[src/rtl/decade_count_capture_if.sv]
// Snapshot handshake bundle for decade_count_capture.
// The master modport is the snapshot producer and the slave modport is the consumer.
interface decade_count_capture_if #(
  parameter int DIGITS = 4
);
  logic                snap_req_i;
  logic                snap_ready_i;
  logic                snap_valid_o;
  logic [4*DIGITS-1:0] snap_bcd_o;

  modport master (
    input  snap_req_i,
    input  snap_ready_i,
    output snap_valid_o,
    output snap_bcd_o
  );

  modport slave (
    output snap_req_i,
    output snap_ready_i,
    input  snap_valid_o,
    input  snap_bcd_o
  );
endinterface

[src/rtl/decade_count_capture.sv]
// Captures an asynchronous mod-10 ripple counter, extends it with BCD decade digits
// and serves snapshots over valid/ready. Optional macro OVERFLOW_SAT_EN saturates on overflow.
module decade_count_capture #(
  parameter int DIGITS      = 4,
  parameter int SYNC_STAGES = 2,
  parameter int STABLE_CNT  = 2
) (
  input  logic                   clk_i,
  input  logic                   rst_n,
  input  logic [3:0]             cnt_i,
  input  logic                   clr_i,
  decade_count_capture_if.master snap,
  output logic                   carry_o,
  output logic                   ovf_o,
  output logic                   err_o
);
  localparam int UW = 4*(DIGITS-1);
  localparam int MW = $clog2(STABLE_CNT+1);

  typedef enum logic {IDLE, HOLD} state_t;

  logic [3:0]          sync_p0 [SYNC_STAGES];
  logic [3:0]          sync_q;
  logic [3:0]          cand_p1;
  logic [MW-1:0]       match_p1;
  logic                vld_p1;
  logic                cand_illegal;
  logic                wrap;
  logic [3:0]          stable_p2;
  logic [UW-1:0]       upper_p2;
  logic [UW:0]         inc_p2;
  logic [4*DIGITS-1:0] snap_val;
  logic [4*DIGITS-1:0] snap_bcd_q;
  logic                load_snap;
  state_t              state_q, state_d;

  // BCD increment of the upper digits; MSB of the result is the carry out of the top digit.
  function automatic logic [UW:0] bcd_inc(input logic [UW-1:0] d);
    logic [UW-1:0] r;
    logic          c;
    r = d;
    c = 1'b1;
    for (int i = 0; i < DIGITS-1; i++) begin
      if (c) begin
        if (d[4*i +: 4] == 4'd9) begin
          r[4*i +: 4] = 4'd0;
        end else begin
          r[4*i +: 4] = d[4*i +: 4] + 4'd1;
          c = 1'b0;
        end
      end
    end
    return {c, r};
  endfunction

  // Stage p0: synchroniser chain
  always_ff @(posedge clk_i or negedge rst_n) begin
    if (!rst_n) begin
      for (int i = 0; i < SYNC_STAGES; i++) sync_p0[i] <= 4'd0;
    end else begin
      sync_p0[0] <= cnt_i;
      for (int i = 1; i < SYNC_STAGES; i++) sync_p0[i] <= sync_p0[i-1];
    end
  end

  assign sync_q = sync_p0[SYNC_STAGES-1];

  // Stage p1: glitch filter
  always_ff @(posedge clk_i or negedge rst_n) begin
    if (!rst_n) begin
      cand_p1  <= 4'd0;
      match_p1 <= '0;
    end else begin
      cand_p1 <= sync_q;
      if (sync_q != cand_p1)
        match_p1 <= MW'(1);
      else if (match_p1 != MW'(STABLE_CNT))
        match_p1 <= match_p1 + MW'(1);
    end
  end

  assign vld_p1       = (match_p1 == MW'(STABLE_CNT)) && (cand_p1 != stable_p2);
  assign cand_illegal = vld_p1 && (cand_p1 > 4'd9);
  assign wrap         = vld_p1 && !cand_illegal && (cand_p1 < stable_p2);
  assign inc_p2       = bcd_inc(upper_p2);

  // Stage p2: live digit, decade accumulator and sticky flags
  always_ff @(posedge clk_i or negedge rst_n) begin
    if (!rst_n) begin
      stable_p2 <= 4'd0;
      upper_p2  <= '0;
      carry_o   <= 1'b0;
      ovf_o     <= 1'b0;
      err_o     <= 1'b0;
    end else begin
      if (vld_p1 && !cand_illegal) stable_p2 <= cand_p1;
      carry_o <= wrap;
      if (clr_i) begin
        upper_p2 <= '0;
        ovf_o    <= 1'b0;
        err_o    <= 1'b0;
      end else begin
        if (cand_illegal) err_o <= 1'b1;
        if (wrap) begin
          if (inc_p2[UW]) begin
            ovf_o <= 1'b1;
`ifdef OVERFLOW_SAT_EN
            upper_p2 <= upper_p2;
`else
            upper_p2 <= inc_p2[UW-1:0];
`endif
          end else begin
            upper_p2 <= inc_p2[UW-1:0];
          end
        end
      end
    end
  end

`ifdef OVERFLOW_SAT_EN
  assign snap_val = ovf_o ? {DIGITS{4'd9}} : {upper_p2, stable_p2};
`else
  assign snap_val = {upper_p2, stable_p2};
`endif

  // Snapshot FSM
  always_ff @(posedge clk_i or negedge rst_n) begin
    if (!rst_n) begin
      state_q    <= IDLE;
      snap_bcd_q <= '0;
    end else begin
      state_q <= state_d;
      if (load_snap) snap_bcd_q <= snap_val;
    end
  end

  always_comb begin
    state_d   = state_q;
    load_snap = 1'b0;
    case (state_q)
      IDLE: begin
        if (snap.snap_req_i) begin
          load_snap = 1'b1;
          state_d   = HOLD;
        end
      end
      HOLD: begin
        if (snap.snap_ready_i) state_d = IDLE;
      end
      default: state_d = IDLE;
    endcase
  end

  assign snap.snap_valid_o = (state_q == HOLD);
  assign snap.snap_bcd_o   = snap_bcd_q;
endmodule

[src/flat_wrapper.sv]
// flat-port wrapper written by rule: the top's interface ports become plain ports
module decade_count_capture_flat 
#(
  parameter int DIGITS      = 4,
  parameter int SYNC_STAGES = 2,
  parameter int STABLE_CNT  = 2
)
  (clk_i, rst_n, cnt_i, clr_i, carry_o, ovf_o, err_o, snap_snap_req_i, snap_snap_ready_i, snap_snap_valid_o, snap_snap_bcd_o);
  decade_count_capture_if #(.DIGITS(DIGITS)) snap_i ();
  input  logic clk_i;
  input  logic rst_n;
  input  logic [3:0] cnt_i;
  input  logic clr_i;
  output logic carry_o;
  output logic ovf_o;
  output logic err_o;
  input wire logic [$bits(snap_i.snap_req_i)-1:0] snap_snap_req_i;
  input wire logic [$bits(snap_i.snap_ready_i)-1:0] snap_snap_ready_i;
  output wire logic [$bits(snap_i.snap_valid_o)-1:0] snap_snap_valid_o;
  output wire logic [$bits(snap_i.snap_bcd_o)-1:0] snap_snap_bcd_o;
  assign snap_i.snap_req_i = snap_snap_req_i;
  assign snap_i.snap_ready_i = snap_snap_ready_i;
  assign snap_snap_valid_o = snap_i.snap_valid_o;
  assign snap_snap_bcd_o = snap_i.snap_bcd_o;
  decade_count_capture #(.DIGITS(DIGITS), .SYNC_STAGES(SYNC_STAGES), .STABLE_CNT(STABLE_CNT)) u_core (.clk_i(clk_i), .rst_n(rst_n), .cnt_i(cnt_i), .clr_i(clr_i), .snap(snap_i), .carry_o(carry_o), .ovf_o(ovf_o), .err_o(err_o));
endmodule
[config.mk]
export PLATFORM = sky130hd
export DESIGN_NAME = decade_count_capture_flat
export DESIGN_NICKNAME = d
export VERILOG_FILES = /design/src/rtl/decade_count_capture_if.sv /design/src/rtl/decade_count_capture.sv /design/src/flat_wrapper.sv
export SDC_FILE = /design/constraint.sdc
export NUM_CORES = 1
export LEC_CHECK = 0
export CAP_MARGIN = 20
export CELL_PAD_IN_SITES_DETAIL_PLACEMENT = 1
export CELL_PAD_IN_SITES_GLOBAL_PLACEMENT = 2
export CORE_MARGIN = 2
export CORE_UTILIZATION = 41
export CTS_CLUSTER_SIZE = 20
export DETAILED_ROUTE_END_ITERATION = 12
export DONT_BUFFER_PORTS = 1
export GPL_ROUTABILITY_DRIVEN = 0
export PLACE_DENSITY = 0.87
export SLEW_MARGIN = 10
export SYNTH_ARGS = -nofsm -noshare
export SYNTH_HDL_FRONTEND = slang
export SYNTH_SLANG_ARGS = --single-unit
[constraint.sdc]
create_clock -name clk_i -period 2.1 [get_ports clk_i]
set_input_delay 0.21 -clock clk_i [delete_from_list [all_inputs] [get_ports clk_i]]
set_output_delay 0.21 -clock clk_i [all_outputs]
set_load 0.05 [all_outputs]
==> metrics.cfg, run 1 <==
[synthesis]
synth_area_um2 = 2160
async_reset_ff_frac = 1.00
syn_inst = 182
synth_edf_count = 0
ys_warn_count = 0
synthTopCellsByArea = dfrtp_1 (58%), ha_1 (6.4%), mux2_2 (6.3%)
yosysTopAreaCellShare = 0.579
ys_ff_latch = 50
yosysMostFrequentCell = dfrtp_1
synth_commonest_cells = dfrtp_1 (50), nand2_1 (16), o21ai_0 (16)
synthDistinctLibCells = 34
synth_nets = 202
synth_area_leader_cell = dfrtp_1
avgSynthCellArea_um2 = 11.9
ys.flop_type = dfrtp_1
yosysSeqAreaShare = 0.579

[clock_network]
ctsHtreeMaxLevel = 2
cts_inserted_buffers = 5
clock_sinks = 50
clkTransAtPathRegs_ns = 0.10
cts_tree = built
cts_root_buf = clkbuf_8
cts.path.max_buffers = 2
clk_latency_ns = 0.30

[power]
p_sw_uw = 609
p_sw_frac = 0.304
clock_power_share = 0.294
p_int_uw = 1400
pwr_density_cell_nw_per_um2 = 791
p_leak_uw = 0.00112
pwr-share-seq = 0.587
ir_drop_uv = 381
comb_power_share = 0.119

[run]
max-cap-violations = 0

[floorplanning]
initial_core_util = 0.423
row_count = 26
fp.dieH_um = 76.6
fp.dieW_um = 76.6
coreArea_um2 = 5110
io_pins = 29
die_area_um2 = 5870

[critical_path]
cp_num_buf_inv = 1
cp_cell_sequence = ha_1, nor2b_1, o211ai_2, buf_4, nand4_4, or3_1, a21oi_1
path_class = reg -> reg
end_kind = register
critPathSlowestCell = dfrtp_1
path_delay_family = simple AND/OR/NAND/NOR gates
start_kind = register
path_max_fanout = 7
rrSetupSlack_ns = 0.04
worst_path_largest_cell_delay_ns = 0.43
crit_arrival_ns = 2.29
crit_required_ns = 2.33

[cells_and_area]
area_delta_synth_final_pct = 17.4
num_antenna_cells = 0
final_core_util = 0.497
fin_nets = 221
drive_gt1_frac = 0.173

[timing]
worstMarginPinSlew_ns = 0.618
max_freq_mhz = 486
setup_viol = 0
finalHoldViolCount = 0
slew_headroom = 0.587
fin_crit_sh = 0.980
post-route-min-period_ns = 2.06
whs_ns = 0.0957
fin_skew_ns = 0.0109
maxSlewViolCount = 0
timing.final.ws_setup_ns = 0.0429
setup_tns_ns = 0

[global_route]
antenna_found_initial = 0
grt_first_pass_wirelength_um = 7220
grt_overflow = 0
grt_use_total = 0.158
grt_max_degree = 51
grt_pass1_vias = 1498

[detailed_routing]
vias_per_cell = 5.15
first_pass_iters = 4
routed_wl_um = 4420
drc = 0
vias = 1402
ant_nets = 0
post_drt_wl_per_cell_um = 16.2
first_iter_violations = 63

[min_path]
hp-class = in -> reg

[placement]
pre_cts_slack_ns = -0.0699
dpl.hpwl_um = 2960
port_buffers = 0

[run_status]
status = completed

-- what timing repair did --
item / in CTS / in global routing
cloned: 0 / 0
resized for setup: 1 / 4
pin swaps: 0 / 3
setup buffers: 0 / 4
endpoints found under the setup margin: 5 / 9
endpoints found under the hold margin: 61 / 1
hold buffers: 7 / 1
-- registers in the layout, summed over array words and instances, names as in the netlist, 2 cells and up --
| signal | flops |
|---|---|
| u_core.cand_p1 | 4 |
| u_core.match_p1 | 2 |
| u_core.snap.snap_bcd_o | 16 |
| u_core.stable_p2 | 4 |
| u_core.sync_p0 | 4 |
| u_core.sync_q | 4 |
| u_core.upper_p2 | 12 |
-- cells in the final DEF (no fill, tap or decap), types with 2 or more instances in the layout --
master,netlist,layout
nand2b_1,4,4
a41oi_4,1,2
mux2_2,12,12
buf_4,0,6
nand3_1,4,4
clkbuf_8,0,6
nor2_1,7,6
a21oi_1,5,5
dfrtp_1,50,50
xor2_1,5,5
or3_1,5,5
nand3b_1,3,3
and2_1,2,2
dlygate4sd3_1,0,7
inv_1,15,15
o41ai_1,3,3
nor2b_1,4,4
ha_1,11,11
nand2_1,16,16
o21ai_0,16,16
-- layout make-up --
class,count,area [um^2]
well taps,70,87.6
inverters,15,56.3
clock buffers,6,82.6
fillers,544,2570
multi-input cells,114,880
clock inverters,2,16.3
flip-flops and latches,50,1250
repair buffers,15,163
-- through the flow --
stage	std cells	power [uW]	cell area, um^2
after floorplan	182	1320	2160
final	272	2010	2540
after CTS	267	2010	2450
after global routing	272	2110	2540
after detailed placement	252	1370	2260
after global placement	252	1360	2260
-- routing by layer --
metal | track usage | vias to the layer above | routed length, um
li1 | - | 665 | -
met1 | 0.185 | 704 | 1820
met2 | 0.263 | 26 | 2360
met3 | 0.0438 | 7 | 164
met4 | 0.0855 | 0 | 78
met5 | 0 | - | 0
-- logic make-up after synthesis --
| family | share of synthesized area |
|---|---|
| multiplexers | 0.0672 |
| buffers and inverters | 0.0313 |
| adder cells (fa/ha/maj) | 0.0637 |
| XOR/XNOR | 0.0203 |
| AO/OA/AOI/OAI | 0.114 |
| AND/OR/NAND/NOR | 0.125 |
| flip-flops | 0.579 |
-- power by group through the flow --
| stage | logic [uW] | clock network (uW) | registers, uW |
|---|---|---|---|
| floorplan | 133 | 0 | 1190 |
| global placement | 166 | 0 | 1190 |
| detailed placement | 177 | 0 | 1200 |
| CTS | 216 | 611 | 1180 |
| global route | 265 | 657 | 1190 |
| finish | 239 | 590 | 1180 |
-- path summary, 6_finish.rpt --
check                             startpoint  cells after the start                   endpoint
max in group asynchronous              rst_n                      2  u_core.snap.snap_bcd_o[8]
min reg2reg                u_core.sync_p0[4]                      0           u_core.sync_q[0]
min                                    clr_i                      2        u_core.upper_p2[11]
min in group asynchronous              rst_n                      2  u_core.snap.snap_bcd_o[4]
max                        u_core.cand_p1[1]                      7               u_core.ovf_o
max reg2reg                u_core.cand_p1[1]                      7               u_core.ovf_o
Power figures use the tool's default switching activity.
==> run 2, diff against run 1 <==
--- a/config.mk
+++ b/config.mk
@@ -6,9 +6,9 @@
 export NUM_CORES = 1
 export LEC_CHECK = 0
 export CAP_MARGIN = 20
-export CELL_PAD_IN_SITES_DETAIL_PLACEMENT = 1
+export CELL_PAD_IN_SITES_DETAIL_PLACEMENT = 0
 export CELL_PAD_IN_SITES_GLOBAL_PLACEMENT = 2
-export CORE_MARGIN = 2
+export CORE_MARGIN = 8
 export CORE_UTILIZATION = 41
 export CTS_CLUSTER_SIZE = 20
 export DETAILED_ROUTE_END_ITERATION = 12
==> run 2 against run 1 <==
- utilization is 0.81 points lower
- sequential share of layout area rose by 0.82 points
- first-iteration DRC count down 22%
==> metrics.cfg, run 2 (synthesis gave the netlist of run 1 again) <==
[timing]
max_freq_mhz = 502  ; +3.3%
rsz0062_at_grt = no
slew_headroom = 0.573  ; -0.0140
setup_viol = 0  ; unchanged
fin_skew_ns = 0.00928  ; -0.00166 ns
post-route-min-period_ns = 1.99  ; -0.0659 ns
maxSlewViolCount = 0  ; unchanged
worstMarginPinSlew_ns = 0.639  ; +0.0210 ns
fin_crit_sh = 0.948  ; -0.0314
finalHoldViolCount = 0  ; unchanged

[critical_path]
worst_path_largest_cell_delay_ns = 0.44  ; about the same
path_class = reg -> reg
critPathSlowestCell = dfrtp_1
path_max_fanout = 9  ; +2
crit_arrival_ns = 2.17  ; -0.12 ns
path_delay_family = compound AO/OA/AOI/OAI gates
end_kind = register
crit_required_ns = 2.28  ; -0.05 ns
cp_cell_sequence = ha_1, nor2b_1, o211ai_2, buf_4, a41oi_2, o21ai_0, o41ai_1
start_kind = register
cp_num_buf_inv = 1  ; unchanged

[detailed_routing]
routed_wl_um = 3980  ; -9.8%
drc = 0  ; unchanged
first_pass_iters = 4  ; unchanged
vias = 1395  ; -0.50%
ant_nets = 0  ; unchanged
first_iter_violations = 49  ; -22%
vias_per_cell = 5.17  ; +0.24%
post_drt_wl_per_cell_um = 14.8  ; -9.2%

[power]
ir_drop_uv = 456  ; +20%
comb_power_share = 0.112  ; -0.007
pwr_density_cell_nw_per_um2 = 789  ; -0.17%
p_leak_uw = 0.00111  ; -1.4%
pwr-share-seq = 0.597  ; +0.010
clock_power_share = 0.290  ; -0.004
p_sw_uw = 610  ; +0.21%
p_sw_frac = 0.310  ; +0.00621
p_int_uw = 1360  ; -2.7%

[run_status]
status = completed

[global_route]
grt_max_degree = 51  ; unchanged
antenna_found_initial = 0  ; unchanged
grt_pass1_vias = 1458  ; -2.7%
grt_first_pass_wirelength_um = 6960  ; -3.5%
grt_use_total = 0.116  ; -0.0424
grt_overflow = 0  ; unchanged

[placement]
port_buffers = 0  ; unchanged
dpl.hpwl_um = 2840  ; -3.9%
dp.cells = 252  ; unchanged
placed_area_um2 = 2260  ; unchanged

[cells_and_area]
final_cell_mix = dfrtp_1 (50), nand2_1 (16), o21ai_0 (16)
final_core_util = 0.488  ; -0.00808
regArea_um2 = 1250  ; unchanged
multi_input_area_um2 = 871  ; -1.0%
finalInstanceArea_um2 = 2490  ; -1.6%
area_delta_synth_final_pct = 15.5
fin_nets = 219  ; -0.90%
largest_reg_flops = 16  ; unchanged
final_common_cell = dfrtp_1
drive_gt1_frac = 0.170  ; -0.00327
stdcell_count = 270  ; -0.74%
n_fill_cell = 469  ; -14%
num_antenna_cells = 0  ; unchanged

[clock_network]
cts_inserted_buffers = 5  ; unchanged
clk_latency_ns = 0.30  ; about the same
cts_tree = built
cts.path.max_buffers = 2  ; unchanged
clkTransAtPathRegs_ns = 0.09  ; about the same
clock_sinks = 50  ; unchanged
cts_root_buf = clkbuf_8
ctsHtreeMaxLevel = 2  ; unchanged

[floorplanning]
io_pins = 29  ; unchanged
coreArea_um2 = 5110  ; unchanged
row_count = 26  ; unchanged
fp.dieH_um = 88.6  ; +16%
fp.dieW_um = 88.6  ; +16%
initial_core_util = 0.423  ; unchanged
die_area_um2 = 7850  ; +34%

[run]
max-cap-violations = 0  ; unchanged

[min_path]
hp-class = in -> reg

## run 2: power by group through the flow
| stage | Combinational (uW) | Clock (uW) | Sequential [uW] |
|---|---|---|---|
| 2_1_floorplan | 133 | 0 | 1190 |
| 3_3_place_gp | 164 | 0 | 1200 |
| 3_5_place_dp | 172 | 0 | 1200 |
| 4_1_cts | 214 | 591 | 1180 |
| 5_1_grt | 250 | 636 | 1190 |
| 6_report | 221 | 572 | 1180 |
## run 2: timing repair
action | CTS | global route
setup buffers | 0 | 2
setup endpoints to repair | 4 | 7
gates resized for setup | 2 | 3
hold endpoints to repair | 62 | 0
pin swaps | 0 | 3
cloned | 0 | 0
hold buffers | 8 | 0
## run 2: path summary, 6_finish.rpt
path / startpoint / end / slack, ns / cells after the start
worst max-delay path: u_core.cand_p1[1] / u_core.upper_p2[9] / 0.11 / 7
worst min-delay path: clr_i / u_core.upper_p2[11] / 0.1 / 2
worst max register to register: u_core.cand_p1[1] / u_core.upper_p2[9] / 0.11 / 7
worst min register to register: u_core.sync_p0[6] / u_core.sync_q[2] / 0.36 / 0
max in group asynchronous: rst_n / u_core.match_p1[1] / 1.47 / 2
min in group asynchronous: rst_n / u_core.upper_p2[3] / 0.40 / 2
## run 2: area by class of cell
type / count / area share
flip-flops and latches: 50 / 0.502
multi-input cells: 114 / 0.349
repair buffers: 13 / 0.0542
well taps: 70 / 0.0351
clock buffers: 5 / 0.0276
inverters: 15 / 0.0226
clock inverters: 3 / 0.0100
## run 2: stage by stage
step / hold WS, ns / TNS, ns / total power, uW / setup WS (ns)
floorplan: -0.0856 / 0 / 1320 / 0.251
global placement: -0.0840 / 0 / 1360 / 0.0665
detailed placement: -0.0839 / -0.0228 / 1370 / -0.0228
CTS: 0.0868 / 0 / 1980 / 0.00453
global route: 0.109 / 0 / 2070 / 0.00327
finish: 0.0976 / 0 / 1970 / 0.109
## run 2: routing by layer
metal / global-route usage / wire length (um)
met4: 0.0415 / 55
met3: 0.0436 / 302
met1: 0.139 / 1750
met2: 0.184 / 1880
met5: 0 / 0
==> run 3, diff against run 2 <==
--- a/config.mk
+++ b/config.mk
@@ -15,6 +15,7 @@
 export DONT_BUFFER_PORTS = 1
 export GPL_ROUTABILITY_DRIVEN = 0
 export PLACE_DENSITY = 0.87
+export SETUP_SLACK_MARGIN = 0.1
 export SLEW_MARGIN = 10
 export SYNTH_ARGS = -nofsm -noshare
 export SYNTH_HDL_FRONTEND = slang
==> run 3 against run 2 <==
- final cell count increased by 1.5%
- cell area increased by 2.6%
- sequential share of layout area decreased by 1.2 points
- global-route usage increased by 0.078 points
- hold slack got worse by 0.0011 ns
- via count increased by 0.93%
- clock skew about the same
- sequential power about the same
- clock-buffer cell count unchanged
- first-iteration DRC count decreased by 49%
- non-clock buffer count increased by 4
- critical endpoint unchanged
- largest cell class unchanged
==> metrics.cfg, run 3 (synthesis gave the netlist of run 1 again) <==
[critical_path]
path_max_fanout = 9  ; unchanged
path_class = reg -> reg
crit_required_ns = 2.28  ; about the same
rr_endpoint = u_core.upper_p2[9]
crit_arrival_ns = 2.13  ; -0.04 ns
end_kind = register
r2r_cells = 8  ; +1
start_kind = register
rrSetupSlack_ns = 0.14  ; +0.03 ns
reg2reg_from = u_core.stable_p2[1]

[min_path]
hold_end = u_core.upper_p2[11]
min_path_cells = 2  ; unchanged
hp-class = in -> reg
hp-start = clr_i

[placement]
dp.cells = 252  ; unchanged
dpl.hpwl_um = 2840  ; unchanged
placed_area_um2 = 2260  ; unchanged
pre_cts_slack_ns = -0.0228  ; unchanged
port_buffers = 0  ; unchanged

[detailed_routing]
first_iter_violations = 25  ; -49%
post_drt_wl_per_cell_um = 14.7  ; -0.47%
vias_per_cell = 5.14  ; -0.54%
ant_nets = 0  ; unchanged
routed_wl_um = 4020  ; +1.0%
first_pass_iters = 4  ; unchanged
drc = 0  ; unchanged
vias = 1408  ; +0.93%

[cells_and_area]
area_delta_synth_final_pct = 18.4
stdcell_count = 274  ; +1.5%
num_antenna_cells = 0  ; unchanged
final_cell_mix = dfrtp_1 (49), nand2_1 (16), o21ai_0 (16)
final_common_cell = dfrtp_1
drive_gt1_frac = 0.201  ; +0.0310
largest_reg_flops = 16  ; unchanged
finalInstanceArea_um2 = 2560  ; +2.6%
fin_nets = 223  ; +1.8%

[floorplanning]
coreArea_um2 = 5110  ; unchanged
io_pins = 29  ; unchanged
fp.dieW_um = 88.6  ; unchanged
fp.dieH_um = 88.6  ; unchanged
row_count = 26  ; unchanged
initial_core_util = 0.423  ; unchanged
die_area_um2 = 7850  ; unchanged

[power]
p_leak_uw = 0.00113  ; +1.8%
comb_power_share = 0.119  ; +0.007
pwr-share-seq = 0.592  ; -0.005
pwr_density_cell_nw_per_um2 = 778  ; -1.5%
clock_power_share = 0.289  ; about the same
ir_drop_uv = 458  ; +0.53%
power_uw = 1990  ; +1.0%
p_sw_uw = 618  ; +1.3%
p_int_uw = 1370  ; +0.95%
p_sw_frac = 0.310  ; +0.000670

[global_route]
grt_max_degree = 51  ; unchanged
grt_use_total = 0.116  ; +0.000781
antenna_found_initial = 0  ; unchanged
grt_pass1_vias = 1472  ; +0.96%
grt_first_pass_wirelength_um = 7010  ; +0.69%
grt_overflow = 0  ; unchanged

[clock_network]
cts_inserted_buffers = 5  ; unchanged
clkTransAtPathRegs_ns = 0.09  ; about the same
cts.path.max_buffers = 2  ; unchanged
clk_latency_ns = 0.31  ; about the same
ctsHtreeMaxLevel = 2  ; unchanged
clock_sinks = 50  ; unchanged
cts_root_buf = clkbuf_8
cts_tree = built

[timing]
maxSlewViolCount = 0  ; unchanged
slew_headroom = 0.568  ; -0.00568
setup_viol = 0  ; unchanged
post-route-min-period_ns = 1.96  ; -0.0337 ns
rsz0062_at_grt = yes
timing.final.ws_setup_ns = 0.143  ; +0.0337 ns
finalHoldViolCount = 0  ; unchanged
fin_crit_sh = 0.932  ; -0.0160
fin_skew_ns = 0.00884  ; -0.000446 ns
worstMarginPinSlew_ns = 0.647  ; +0.00849 ns
max_freq_mhz = 511  ; +1.7%

[run]
max-cap-violations = 0  ; unchanged

[run_status]
status = completed

==> run 3: cell count changes in the layout (fill, tap and decap cells not counted), sizes merged <==
cell and delta:
buf +4
==> run 3: how the worst max path moves through the flow <==
stage                     slack, ns           startpoint  cells after the start                 end
after floorplan                0.25    u_core.cand_p1[3]                      5  u_core.upper_p2[6]
after global placement         0.07    u_core.cand_p1[3]                      5  u_core.upper_p2[6]
after detailed placement      -0.02    u_core.cand_p1[1]                      6  u_core.upper_p2[7]
after CTS                      0.13  u_core.stable_p2[1]                      7  u_core.upper_p2[9]
after global routing           0.09  u_core.stable_p2[1]                      8  u_core.upper_p2[9]
final                          0.14  u_core.stable_p2[1]                      8  u_core.upper_p2[9]
==> run 3: metal layers <==
metal	vias up	global-route usage	share of wire
li1	678	-	-
met1	691	0.140	0.44
met2	34	0.185	0.47
met3	5	0.0436	0.077
met4	0	0.0415	0.014
met5	-	0	0
==> run 3: area by class of cell <==
class	count	area, um^2
repair buffers	17	169
multi-input cells	114	900
clock inverters	3	25.0
fillers	466	2550
inverters	15	56.3
well taps	70	87.6
flip-flops and latches	50	1250
clock buffers	5	68.8
==> run 3: timing repair <==
action                                 4_1_cts  5_1_grt
gates resized for setup                      4        6
pin swaps                                    3        4
endpoints found under the hold margin       62        0
hold buffers                                 8        0
setup endpoints to repair                    9        9
setup buffers                                4        2
==> run 3: metrics by stage <==
step	util	hold WS (ns)	setup TNS (ns)
CTS	0.492	0.0868	0
global placement	0.442	-0.0840	0
floorplan	-	-0.0856	0
finish	0.501	0.0964	0
detailed placement	0.442	-0.0839	-0.0228
global route	0.501	0.109	0
==> run 3: power by group through the flow <==
stage | Combinational, uW | Clock [uW] | Sequential, uW
final | 238 | 575 | 1180
after detailed placement | 172 | 0 | 1200
after floorplan | 133 | 0 | 1190
after CTS | 222 | 591 | 1180
after global routing | 265 | 636 | 1190
after global placement | 164 | 0 | 1200
==> run 3: worst max-delay path: stages (launching register included) <==
cell,delay (ns)
dfrtp_1,0.39
inv_1,0.11
ha_4,0.22
nor2b_1,0.13
o211ai_2,0.25
buf_4,0.18
a41oi_4,0.17
o21ai_0,0.25
o41ai_1,0.12
